File: src/rtl/imem_loader_pkg.sv
// Shared types and constants for the instruction-memory boot loader.
package imem_loader_pkg;

  // Width of the little-endian word-count header at the head of the stream.
  localparam int HDR_W = 16;

  typedef enum logic [2:0] {
    IDLE = 3'd0,
    HDR0 = 3'd1,
    HDR1 = 3'd2,
    DATA = 3'd3,
    FIN  = 3'd4
  } state_t;

endpackage

File: src/rtl/imem_loader_if.sv
// Byte-stream handshake plus instruction-memory write port of the loader.
// The slave modport is the loader's view; master is the byte source / memory side.
interface imem_loader_if #(
  parameter int AW = 6
);
  logic          s_valid;
  logic [7:0]    s_data;
  logic          s_ready;
  logic          imem_we;
  logic [AW-1:0] imem_waddr;
  logic [31:0]   imem_wdata;

  modport slave  (input  s_valid, s_data,
                  output s_ready, imem_we, imem_waddr, imem_wdata);
  modport master (output s_valid, s_data,
                  input  s_ready, imem_we, imem_waddr, imem_wdata);
endinterface

File: src/rtl/imem_loader_byte_packer.sv
// Little-endian byte-to-word packer: holds three bytes and combines them with
// the fourth as it is accepted, pulsing o_word_valid for that cycle.
module byte_packer (
  input  logic        clk,
  input  logic        rst,
  input  logic        i_clear,
  input  logic        i_accept,
  input  logic [7:0]  i_byte,
  output logic [31:0] o_word,
  output logic        o_word_valid
);

  logic [23:0] r_buf;
  logic [1:0]  r_cnt;

  // Shift accepted bytes in from the top so the first byte ends up in [7:0].
  always_ff @(posedge clk or posedge rst) begin
    if (rst) begin
      r_buf <= '0;
      r_cnt <= '0;
    end else if (i_clear) begin
      r_buf <= '0;
      r_cnt <= '0;
    end else if (i_accept) begin
      r_buf <= {i_byte, r_buf[23:8]};
      r_cnt <= r_cnt + 2'd1;
    end
  end

  assign o_word       = {i_byte, r_buf};
  assign o_word_valid = i_accept && (r_cnt == 2'd3);

endmodule

File: src/rtl/imem_loader.sv
// Boot loader: parses a length-prefixed byte stream, writes 32-bit words into
// instruction memory and holds the core in reset until the image is in place.
module imem_loader
  import imem_loader_pkg::*;
#(
  parameter int DEPTH_WORDS = 64,
  parameter int AW          = $clog2(DEPTH_WORDS)
) (
  input  logic                clk,
  input  logic                reset,
  input  logic                load_req,
  imem_loader_if.slave        bus,
  output logic                cpu_reset,
  output logic                busy,
  output logic                done,
  output logic                err,
  output logic [HDR_W-1:0]    words_loaded
);

  localparam logic [HDR_W:0] DEPTH_L = (HDR_W+1)'(DEPTH_WORDS);

  state_t           r_state, w_next;
  logic [7:0]       r_n_lo;
  logic [HDR_W-1:0] r_n, r_widx, r_wl;
  logic             r_we, r_err, r_cpu_reset;
  logic [AW-1:0]    r_waddr;
  logic [31:0]      r_wdata;

  logic             w_ready, w_accept, w_clear;
  logic             w_word_valid, w_last_word, w_in_range;
  logic [31:0]      w_word;
  logic [HDR_W-1:0] w_hdr_n;

  assign w_ready     = (r_state == HDR0) || (r_state == HDR1) || (r_state == DATA);
  assign w_accept    = bus.s_valid && w_ready;
  assign w_hdr_n     = {bus.s_data, r_n_lo};
  assign w_in_range  = {1'b0, r_widx} < DEPTH_L;
  assign w_last_word = w_word_valid && ((r_widx + 16'd1) == r_n);

  byte_packer u_packer (
    .clk          (clk),
    .rst          (reset),
    .i_clear      (w_clear),
    .i_accept     (w_accept && (r_state == DATA)),
    .i_byte       (bus.s_data),
    .o_word       (w_word),
    .o_word_valid (w_word_valid)
  );

  // State register.
  always_ff @(posedge clk or posedge reset) begin
    if (reset) r_state <= IDLE;
    else       r_state <= w_next;
  end

  // Next state; FIN waits out an in-flight final write so done trails the last strobe.
  always_comb begin
    w_next  = r_state;
    w_clear = 1'b0;
    case (r_state)
      IDLE: begin
        w_clear = 1'b1;
        if (load_req) w_next = HDR0;
      end
      HDR0: if (w_accept) w_next = HDR1;
      HDR1: if (w_accept) w_next = (w_hdr_n == '0) ? FIN : DATA;
      DATA: if (w_last_word) w_next = FIN;
      FIN:  if (!r_we) w_next = IDLE;
      default: w_next = IDLE;
    endcase
  end

  // Header capture, word counting, overflow gating and registered write port.
  always_ff @(posedge clk or posedge reset) begin
    if (reset) begin
      r_n_lo      <= '0;
      r_n         <= '0;
      r_widx      <= '0;
      r_wl        <= '0;
      r_we        <= 1'b0;
      r_waddr     <= '0;
      r_wdata     <= '0;
      r_err       <= 1'b0;
      r_cpu_reset <= 1'b1;
    end else begin
      r_cpu_reset <= (w_next != IDLE);
      r_we        <= 1'b0;
      if (r_state == IDLE && load_req) begin
        r_err  <= 1'b0;
        r_wl   <= '0;
        r_widx <= '0;
      end
      if (r_state == HDR0 && w_accept) r_n_lo <= bus.s_data;
      if (r_state == HDR1 && w_accept) begin
        r_n <= w_hdr_n;
        if ({1'b0, w_hdr_n} > DEPTH_L) r_err <= 1'b1;
      end
      // Words past the memory top are still counted to keep the stream aligned,
      // but never reach the write port.
      if (w_word_valid) begin
        r_widx <= r_widx + 16'd1;
        if (w_in_range) begin
          r_we    <= 1'b1;
          r_waddr <= r_widx[AW-1:0];
          r_wdata <= w_word;
          r_wl    <= r_wl + 16'd1;
        end
      end
    end
  end

  assign bus.s_ready    = w_ready;
  assign bus.imem_we    = r_we;
  assign bus.imem_waddr = r_waddr;
  assign bus.imem_wdata = r_wdata;
  assign cpu_reset      = r_cpu_reset;
  assign busy           = (r_state != IDLE);
  assign done           = (r_state == FIN) && !r_we;
  assign err            = r_err;
  assign words_loaded   = r_wl;

endmodule

File: src/flat_wrapper.sv
// flat-port wrapper written by rule: the top's interface ports become plain ports
module imem_loader_flat import imem_loader_pkg::*;
#(
  parameter int DEPTH_WORDS = 64,
  parameter int AW          = $clog2(DEPTH_WORDS)
)
  (clk, reset, load_req, cpu_reset, busy, done, err, words_loaded, bus_s_valid, bus_s_data, bus_s_ready, bus_imem_we, bus_imem_waddr, bus_imem_wdata);
  imem_loader_if #(.AW(AW)) bus_i ();
  input  logic clk;
  input  logic reset;
  input  logic load_req;
  output logic cpu_reset;
  output logic busy;
  output logic done;
  output logic err;
  output logic [HDR_W-1:0] words_loaded;
  input wire logic [$bits(bus_i.s_valid)-1:0] bus_s_valid;
  input wire logic [$bits(bus_i.s_data)-1:0] bus_s_data;
  output wire logic [$bits(bus_i.s_ready)-1:0] bus_s_ready;
  output wire logic [$bits(bus_i.imem_we)-1:0] bus_imem_we;
  output wire logic [$bits(bus_i.imem_waddr)-1:0] bus_imem_waddr;
  output wire logic [$bits(bus_i.imem_wdata)-1:0] bus_imem_wdata;
  assign bus_i.s_valid = bus_s_valid;
  assign bus_i.s_data = bus_s_data;
  assign bus_s_ready = bus_i.s_ready;
  assign bus_imem_we = bus_i.imem_we;
  assign bus_imem_waddr = bus_i.imem_waddr;
  assign bus_imem_wdata = bus_i.imem_wdata;
  imem_loader #(.DEPTH_WORDS(DEPTH_WORDS), .AW(AW)) u_core (.clk(clk), .reset(reset), .load_req(load_req), .bus(bus_i), .cpu_reset(cpu_reset), .busy(busy), .done(done), .err(err), .words_loaded(words_loaded));
endmodule
File: config.mk
export PLATFORM = sky130hd
export DESIGN_NAME = imem_loader_flat
export DESIGN_NICKNAME = d
export VERILOG_FILES = /design/src/rtl/imem_loader_pkg.sv /design/src/rtl/imem_loader_if.sv /design/src/rtl/imem_loader_byte_packer.sv /design/src/rtl/imem_loader.sv /design/src/flat_wrapper.sv
export SDC_FILE = /design/constraint.sdc
export NUM_CORES = 1
export LEC_CHECK = 0
export CORE_UTILIZATION = 50
export CTS_CLUSTER_SIZE = 14
export DETAILED_ROUTE_END_ITERATION = 10
export PLACE_DENSITY = 0.73
export SLEW_MARGIN = 15
export SYNTH_ARGS = -nofsm -noshare
export SYNTH_HDL_FRONTEND = slang
export SYNTH_SLANG_ARGS = --single-unit
File: constraint.sdc
create_clock -name clk -period 3.89 [get_ports clk]
set_input_delay 0.389 -clock clk [delete_from_list [all_inputs] [get_ports clk]]
set_output_delay 0.389 -clock clk [all_outputs]
set_load 0.01 [all_outputs]
==> results.json <==
{
  "status": "completed",
  "clock.fmax_mhz": 370.8,
  "yosysWarnings": 0,
  "clock_tree.root_cell": "clkbuf_16",
  "setup_tns_ps": 0,
  "syn_nets": 578,
  "routed_wl_mm": 13.62,
  "grt_pass1_vias": 4271,
  "peakVddDrop_v": 0.0003472,
  "fillers": 883,
  "hold_buffers": 0,
  "endpoint_kind": "flip-flop",
  "seq_area_frac_synth_pct": 55.22,
  "num_vias": 4527,
  "rows": 38,
  "async_reset_ff_share_pct": 100.0,
  "syn_area_per_cell_um2": 10.15,
  "cts_resized": 0,
  "drtIter0Drc": 289,
  "netlist_instances": 563,
  "die_w_um": 108.9,
  "cts_setup_buffers": 0,
  "rsz0062_at_grt": "no",
  "synth_seq_cells": 126,
  "p_total_mw": 4.566,
  "post-place-cells": 752,
  "finalMaxSlewViolations": 0,
  "hold_viol": 0,
  "num_antenna_cells": 0,
  "layout-drive-gt1-share_pct": 11.96,
  "tightest_slew_ps": 834.4,
  "grt_pass1_wl_mm": 22.20,
  "cts_tree": "built",
  "grt_antenna_before_repair": 0,
  "area_delta_synth_final_pct": 25.26,
  "drc": 0,
  "cp.required_ps": 4170,
  "stdcell_count": 784,
  "dieArea_um2": 11850,
  "p_leak_nw": 3.328,
  "netlist_area_um2": 5712,
  "critPathMaxFanout": 28,
  "setup.worst_path.start_class": "flip-flop",
  "coreArea_um2": 10980,
  "powerDensity_nw_per_um2": 638.2,
  "post-route-cell-area_um2": 7154,
  "clk_latency_ps": 410,
  "grt_max_degree": 70,
  "die_y_um": 108.9,
  "critPathKind": "flip-flop to flip-flop",
  "place_congestion": 0.9557,
  "min_path_type": "flip-flop to flip-flop",
  "synth_edf_count": 0,
  "synth_ff_type": "dfrtp_1",
  "htree_levels": 4,
  "drt_first_pass_iters": 5,
  "fin_nets": 646,
  "min_period_ps": 2697,
  "cts_buffers": 17,
  "grt_overflow_total": 0,
  "io_pins": 72,
  "clockBufferDepth": 2,
  "worstPathArrival_ps": 2980,
  "slew_headroom_pct": 44.37,
  "grt_usage_pct": 25.10,
  "cts.clk_slew.worst_paths_ps": 60,
  "min_period_over_period_pct": 69.33,
  "synth_cell_types": 53,
  "clkSinkCount": 126,
  "port_buffers": 71,
  "start_util_pct": 52.01,
  "routedWlPerCell_um": 17.38,
  "hpwlAfterDp_mm": 9.230,
  "viasPerCell": 5.774,
  "placed_area_um2": 6553,
  "setup_viol": 0,
  "skew_ps": 9.295,
  "ant_nets": 0,
  "drv_cap": 0
}
==> critical path: stages (launching register included) <==
cell	delay (ps)
dfrtp_1	480
and4b_1	320
buf_4	310
and2_1	520
o2111ai_1	190
a2111o_1	350
o31ai_2	280
a21oi_1	120
==> cells in the mapped netlist (all sizes together) (2+ instances only) <==
library cell / n / area [µm²]
nand2: 154 / 578.1
nand3: 17 / 85.08
o21ai: 26 / 130.1
dfrtp: 125 / 3128
xor2: 6 / 52.55
nor2b: 2 / 12.51
o31ai: 7 / 57.55
nand4: 8 / 80.08
clkbuf: 23 / 86.33
buf: 10 / 50.05
or3: 4 / 25.02
o21a: 5 / 37.54
nor2: 21 / 78.83
a21oi: 10 / 50.05
a211oi: 2 / 15.01
or4: 3 / 26.27
a22o: 26 / 227.7
and3: 3 / 18.77
ha: 3 / 37.54
mux2: 25 / 281.5
a21o: 2 / 15.01
nor4: 11 / 83.83
nand2b: 2 / 12.51
or2: 2 / 12.51
a31oi: 3 / 18.77
and2: 3 / 18.77
mux2i: 10 / 100.1
xnor2: 15 / 131.4
inv: 8 / 30.03
nor3b: 2 / 15.01
nor3: 9 / 55.05
==> power breakdown <==
| group | switching [mW] | internal [mW] |
|---|---|---|
| Sequential | 0.278 | 1.62 |
| Clock | 0.565 | 1.04 |
| Combinational | 0.510 | 0.550 |
| Total | 1.35 | 3.21 |
==> layer usage <==
metal,up-vias,track usage (%),routed length [µm]
met5,-,0,0
met4,0,8.108,191
met3,21,5.858,745
met2,163,38.72,6491
met1,2241,35.07,6194
li1,2102,-,-
==> final cells by class <==
cell class | count | area [µm²] | share of cell area, %
flip-flops and latches | 126 | 3154 | 44.09
multi-input cells | 396 | 2397 | 33.51
repair buffers | 82 | 793.3 | 11.09
clock buffers | 22 | 464.2 | 6.488
well taps | 140 | 175.2 | 2.448
clock inverters | 10 | 137.6 | 1.924
inverters | 8 | 32.53 | 0.4547
==> logic make-up after synthesis <==
| family | share of synthesized area (%) |
|---|---|
| buf+inv | 2.913 |
| compound gates | 11.08 |
| simple gates | 20.22 |
| xor+xnor | 3.220 |
| mux | 6.681 |
| fa+ha+maj | 0.6572 |
| flops | 55.22 |
==> flip-flops by register name, summed over array words and instances, names as in the netlist <==
register               count
u_core.bus.imem_waddr      6
u_core.bus.imem_wdata     32
u_core.bus.imem_we         1
u_core.cpu_reset           1
u_core.err                 1
u_core.r_n                16
u_core.r_n_lo              8
u_core.r_state             3
u_core.r_widx             16
u_core.u_packer.r_buf     24
u_core.u_packer.r_cnt      2
u_core.words_loaded       16
==> cells in the final DEF, fill, tap and decap left out, types with 2 or more instances in the layout <==
cell type	count
nand2_1	154
dfrtp_1	125
clkdlybuf4s50_1	71
a22o_1	26
mux2_2	25
o21ai_0	25
nor2_1	21
nand3_1	17
clkbuf_16	17
xnor2_1	15
buf_4	11
a21oi_1	10
mux2i_1	10
nor4_1	9
nor3_1	7
inv_1	7
xor2_1	6
o31ai_1	6
nand4_1	6
o21a_1	5
or3_1	4
and2_1	3
a31oi_1	3
and3_1	3
ha_1	3
clkinv_2	3
clkbuf_1	3
bufinv_16	3
or4_1	2
nand2b_1	2
nand4_4	2
nor2b_1	2
nor3b_1	2
a211oi_1	2
a21o_1	2
nor3_2	2
or2_2	2
clkinvlp_4	2
clkbuf_8	2
==> stage by stage <==
stage                     utilization, %  worst slack (ps)  hold slack [ps]
after floorplan                        -             146.7            446.8
after global placement             59.66             983.6            451.4
after detailed placement           59.66             880.1            455.3
after CTS                          65.14              1224            467.6
after global routing               65.14              1016            484.7
final                              65.14              1193            462.5
==> path summary, 6_finish.rpt <==
path,endpoint,slack [ps],cells after the start,start
max in group asynchronous,u_core.cpu_reset$_DFF_PP1_,2510,3,reset
worst min-delay path,u_core.bus.imem_wdata[1]$_DFFE_PP0P_,460,2,u_core.bus.imem_wdata[1]$_DFFE_PP0P_
min in group asynchronous,u_core.bus.imem_wdata[5]$_DFFE_PP0P_,510,2,reset
worst min register to register,u_core.bus.imem_wdata[1]$_DFFE_PP0P_,460,2,u_core.bus.imem_wdata[1]$_DFFE_PP0P_
worst max register to register,u_core.r_state[1]$_DFF_PP0_,1190,7,u_core.r_state[2]$_DFF_PP0_
worst max-delay path,u_core.r_state[1]$_DFF_PP0_,1190,7,u_core.r_state[2]$_DFF_PP0_
(Power assumes the default switching activity.)
